`src/rtl/mux_8to1.sv`:
```
// mux_8to1: 8:1 bit mux, combinational y plus registered y_q/s_q and change pulse chg (async reset rst)
module mux_8to1 (
  input  logic       clk,
  input  logic       rst,
  input  logic [7:0] i,
  input  logic [2:0] s,
  input  logic       en,
  output logic       y,
  output logic       y_q,
  output logic [2:0] s_q,
  output logic       chg
);
  assign y = i[s];
  always_ff @(posedge clk or posedge rst)
    if (rst) begin
      y_q <= 1'b0;
      s_q <= 3'd0;
      chg <= 1'b0;
    end else begin
      chg <= en & (y != y_q);
      if (en) begin
        y_q <= y;
        s_q <= s;
      end
    end
endmodule

```
`config.mk`:
```
export PLATFORM = sky130hd
export DESIGN_NAME = mux_8to1
export DESIGN_NICKNAME = d
export VERILOG_FILES = /design/src/rtl/mux_8to1.sv
export SDC_FILE = /design/constraint.sdc
export NUM_CORES = 1
export LEC_CHECK = 0
export ABC_CLOCK_PERIOD_IN_PS = 1200
export CAP_MARGIN = 30
export CORE_AREA = 4 4 41 43
export CTS_BUF_LIST = sky130_fd_sc_hd__clkbuf_8
export CTS_CLUSTER_SIZE = 40
export DETAILED_ROUTE_END_ITERATION = 8
export DIE_AREA = 0 0 45 47
export PLACE_DENSITY = 0.49
export SLEW_MARGIN = 0
export SYNTH_ARGS = -nofsm -noshare
export SYNTH_HDL_FRONTEND = slang
export SYNTH_SLANG_ARGS = --single-unit
export TNS_END_PERCENT = 20
```
`constraint.sdc`:
```
create_clock -name clk -period 1.2 [get_ports clk]
set_clock_uncertainty 0.05 [all_clocks]
set_input_delay 0.12 -clock clk [delete_from_list [all_inputs] [get_ports clk]]
set_output_delay 0.12 -clock clk [all_outputs]
set_load 0.01 [all_outputs]
```
==> qor.csv, run 1 <==
metric,value,unit
Worst EP required,1.25,ns
VDD IR max,540,µV
Total Wirelength,797,µm
Post-Syn Area,265,µm²
syn nets,32,
CTS tree,done,
CTS Buf Count,3,
"Top cell by count, worst path",mux2_4,
busiest grt layer,met2,
Final Power,0.000671,W
Final ANT Viol Nets,0,
cell family with most CP delay,multiplexers,
Area growth syn-to-layout,95.8,%
antenna violations before repair,0,
final hold vios,0,
Starting Density,20.4,%
num ports,20,
DR vias,244,
post-DP HPWL,609,µm
Peak Freq,0.732,GHz
CP max stage cell,mux4_2,
M2 GR Usage,14.1,%
CP Class,input port to flop,
GRT met1 Usage,9.51,%
Yosys top cell by area,dfrtp_1,
I/O Buffers,19,
drt first pass iters,2,
Inst Count DP,55,
Max-slew headroom,81.0,%
DRC Markers,0,
met3 Use GR,6.90,%
routability cong.,0.649,
ANT cells,0,
Synth top area share,47.2,%
Die Area,2120,µm²
crit-path cells,"buf_8, mux2_4, mux4_2, buf_6, mux2_4",
Max stage delay on crit path,0.51,ns
Critical Path End Type,flop,
max-slew violations,0,
Die W,45,µm
Rows,13,
CTS Sinks,5,
die height,47,µm
final worst slack,-0.166,ns
Nets,59,
minimum clock period,1.37,ns
Vias/cell,4.14,
largest net degree at the start of global routing,7,
Iter 0 DRT Violations,4,
RSZ-0062 raised after global routing,true,
Seq cells post-synth,5,
P per Cell Area,1290,nW/µm²
count of cell types in the netlist,9,
clk_lat worst skew,0.22,ns
largest cells by area after synthesis,"dfrtp_1, mux2_2, mux4_2",
vias in the first global route,287,
share of cells above drive strength 1,56.8,%
post-synthesis average cell area,14.7,µm²
worst min path class,input port to async pin,
post-synthesis sequential area ratio,47.2,%
CP Launch Type,input port,
Global Route Usage Sum,9.63,%
wire length of the first global-routing pass,1290,µm
root buf cell,clkbuf_8,
Final setup viols,3,
CTS Hold Bufs,0,
wire length per cell,13.5,µm
MaxCap Viol Count,0,
grt total ovfl,0,
clk buf depth,2,
status,finished with violations,
crit share post-route,114,%
Worst Max-Slew Pin Slew,0.284,ns
clk slew on worst S/H paths,0.04,ns
Synth Warn #,0,
Non-Filler Instances,59,
# H-tree levels,1,
Leak Pwr,0.267,nW
Synth Instances,18,
setup TNS,-0.328,ns
Core ar.,1300,µm²
CP Buf/Inv Count,2,
"critical path fanouts, max",5,
failing checks,setup timing,
"Arr. time, crit path",1.42,ns
what timing repair did:
action | in CTS | in global routing
resized for setup | 42 | 1
buffers inserted | 0 | 0
setup endpoints to repair | 8 | 3
cells in the mapped netlist:
cell,count
mux2_4,1
inv_1,1
mux4_2,1
nand2b_1,1
dfrtp_1,5
nand2_1,1
mux2_2,6
mux2i_1,1
mux2_1,1
per-layer routing:
metal	share of wire [%]	up-vias
li1	-	117
met3	12	2
met1	36	114
met2	51	11
met4	1.3	0
met5	0	-
cell usage in the layout, fill, tap and decap left out:
cell,synthesis,routed
buf_2,0,7
dlygate4sd2_1,0,6
mux2_4,1,5
dfrtp_1,5,5
mux2_2,6,3
clkbuf_8,0,3
clkdlybuf4s50_1,0,3
inv_1,1,2
buf_6,0,2
buf_4,0,2
mux4_2,1,1
nand2_1,1,1
nand2b_1,1,1
mux2i_1,1,1
buf_8,0,1
clkbuf_2,0,1
flip-flops by register name, indices dropped and copies added, names as in the netlist:
signal / count
chg: 1
y_q: 1
s_q: 3
through the flow:
| stage | utilization (%) | setup WS, ns | hold WS, ns | cell area, µm² |
|---|---|---|---|---|
| after floorplan | - | -0.167 | -0.151 | 280 |
| after global placement | 39.3 | -0.993 | 0.290 | 512 |
| after detailed placement | 39.3 | -1.02 | 0.290 | 512 |
| after CTS | 40.3 | -0.158 | 0.0607 | 524 |
| after global routing | 39.9 | -0.185 | 0.107 | 519 |
| final | 39.9 | -0.166 | 0.0564 | 519 |
cells by family after synthesis:
kind of cell | share of synthesized area, %
multiplexers | 47.6
flip-flops | 47.2
AND/OR/NAND/NOR | 3.77
buffers and inverters | 1.41
report_power, final:
part           switching [W]  internal (W)  total (W)  leakage [nW]
clock              0.0000817      0.000219   0.000301        0.0269
sequential         0.0000105      0.000191   0.000202        0.0597
combinational      0.0000594      0.000109   0.000169         0.181
final cells by class:
type | instances | area [µm²]
clock buffers | 3 | 41.3
clock inverters | 1 | 3.75
fillers | 143 | 782
inverters | 1 | 3.75
multi-input cells | 12 | 151
flip-flops and latches | 5 | 125
well taps | 15 | 18.8
repair buffers | 22 | 175
final timing paths:
path	end	slack [ns]	start	cells past startpoint
max	y_q	-0.17	s[0]	5
min	y_q	0.06	rst	2
max reg2reg	y_q	0.37	y_q	1
min reg2reg	s_q[1]	0.45	s_q[1]	1
max in group asynchronous	s_q[2]	0.87	rst	2
min in group clk	s_q[0]	0.12	s[0]	2
(Power assumes the default switching activity.)
==> run 2: changes to the inputs <==
--- a/config.mk
+++ b/config.mk
@@ -8,7 +8,6 @@
 export ABC_CLOCK_PERIOD_IN_PS = 1200
 export CAP_MARGIN = 30
 export CORE_AREA = 4 4 41 43
-export CTS_BUF_LIST = sky130_fd_sc_hd__clkbuf_8
 export CTS_CLUSTER_SIZE = 40
 export DETAILED_ROUTE_END_ITERATION = 8
 export DIE_AREA = 0 0 45 47
==> run 2 against run 1 <==
The flow still finishes with violations (setup timing). Register-to-register slack hardly changed. Power shrank 16%. Final area shrank 3.6%. Cell count unchanged. Fmax is 2.0% higher. Largest power group is now sequential cells.
==> qor.csv, run 2 (same netlist as run 1, synthesis figures left out) <==
metric,value,unit,change
antenna violations before repair,0,,unchanged
cell family with most CP delay,multiplexers,,
grt total ovfl,0,,unchanged
biggest regs,"s_q: 3 flops, chg: 1 flops, y_q: 1 flops",,
P per Cell Area,1130,nW/µm²,-13%
Nets,59,,unchanged
Peak Freq,0.746,GHz,+2.0%
I/O Buffers,19,,unchanged
Rows,13,,unchanged
ANT cells,0,,unchanged
Leak Pwr,0.256,nW,-4.5%
cts repair resizes,42,,unchanged
Top reg by flops,s_q,,
crit-path cells,"buf_8, mux2_4, mux4_2, buf_6",,
CTS Hold Bufs,0,,unchanged
CTS tree,done,,
DP Worst Slack,-1.02,ns,unchanged
CP max stage cell,mux4_2,,
failing checks,setup timing,,
Worst EP required,1.03,ns,-0.22 ns
largest net degree at the start of global routing,7,,unchanged
Reg area,125,µm²,unchanged
most frequent cells in the layout,"buf_2, dlygate4sd2_1, mux2_4, dfrtp_1",,
share of cells above drive strength 1,56.8,%,unchanged
Worst Max-Slew Pin Slew,0.282,ns,-0.00147 ns
final worst slack,-0.140,ns,+0.0264 ns
placed cell areas,512,µm²,unchanged
MaxCap Viol Count,0,,unchanged
num ports,20,,unchanged
Max stage delay on crit path,0.51,ns,about the same
# fillers,143,,unchanged
Total Wirelength,762,µm,-4.4%
root buf cell,clkbuf_4,,
Area growth syn-to-layout,88.7,%,
"critical path fanouts, max",5,,unchanged
wire length per cell,12.9,µm,-4.4%
clk_lat worst skew,0.25,ns,+0.03 ns
clk buf depth,2,,unchanged
CTS Buf Count,3,,unchanged
vias in the first global route,287,,unchanged
final hold vios,0,,unchanged
clk slew on worst S/H paths,0.04,ns,about the same
reg2reg setup slack,0.37,ns,about the same
routability cong.,0.649,,unchanged
max reg flops,3,,unchanged
die height,47,µm,unchanged
Critical Path End Type,output port,,
Worst Hold Slack,0.0289,ns,-0.0275 ns
Final setup viols,2,,-1
Vias/cell,4.17,,+0.82%
minimum clock period,1.34,ns,-0.0264 ns
drt first pass iters,2,,unchanged
DRC Markers,0,,unchanged
Post-CTS Setup Bufs,0,,unchanged
VDD IR max,571,µV,+5.7%
RSZ-0062 raised after global routing,true,,
Max-slew headroom,81.1,%,+0.098 points
post-DP HPWL,609,µm,unchanged
utilization after layout,38.5,%,-1.4 points
"commonest non-fill, non-tap cell in the layout",buf_2,,
Iter 0 DRT Violations,10,,+6
CP Class,input port to output port,,
wire length of the first global-routing pass,1260,µm,-2.2%
CP Launch Type,input port,,
DR vias,246,,+0.82%
Global Route Usage Sum,9.23,%,-0.40 points
Final ANT Viol Nets,0,,unchanged
"Arr. time, crit path",1.17,ns,-0.25 ns
CTS Sinks,5,,unchanged
status,finished with violations,,
# H-tree levels,1,,unchanged
CP Buf/Inv Count,2,,unchanged
Die W,45,µm,unchanged
max-slew violations,0,,unchanged
multi-input logic area,151,µm²,unchanged
Finished Cell Area,500,µm²,-3.6%
Final Power,0.000564,W,-16%
Core ar.,1300,µm²,unchanged
Starting Density,20.4,%,unchanged
Die Area,2120,µm²,unchanged
crit share post-route,112,%,-2.2 points
worst min path class,input port to async pin,,
==> run 2: layout make-up <==
type / instances / area share [%]
timing repair buffer: 22 / 35.0
multi-input combinational: 12 / 30.2
sequential: 5 / 25.0
clock buffer: 4 / 5.25
tap: 15 / 3.75
inverter: 1 / 0.750
==> run 2: per-layer routing <==
layer	global-route usage [%]	vias up	part of all wire, %	wire, µm
met3	8.05	0	13	101
li1	-	119	-	-
met5	0	-	0	0
met1	9.51	114	36	275
met4	3.51	0	0	0
met2	13.6	13	51	385
==> run 2: per-stage QoR <==
stage	TNS (ns)	cells
floorplan	-0.198	18
global placement	-2.97	55
detailed placement	-3.11	55
CTS	-0.269	59
global route	-0.308	59
finish	-0.276	59
==> run 2: worst paths after layout <==
path,from,end,cells after the start
setup / recovery,s[0],y,4
min in group clk,s[0],s_q[0],2
setup reg to reg,y_q,y_q,1
max in group asynchronous,rst,s_q[2],2
hold / removal,rst,chg,2
hold reg to reg,s_q[1],s_q[1],1
==> run 2: where the power goes <==
part / total, W / internal (W) / switching, W / leakage, nW
sequential: 0.000201 / 0.000191 / 0.0000102 / 0.0597
combinational: 0.000168 / 0.000109 / 0.0000588 / 0.181
clock: 0.000195 / 0.000126 / 0.0000695 / 0.0150
total: 0.000564 / 0.000426 / 0.000138 / 0.256
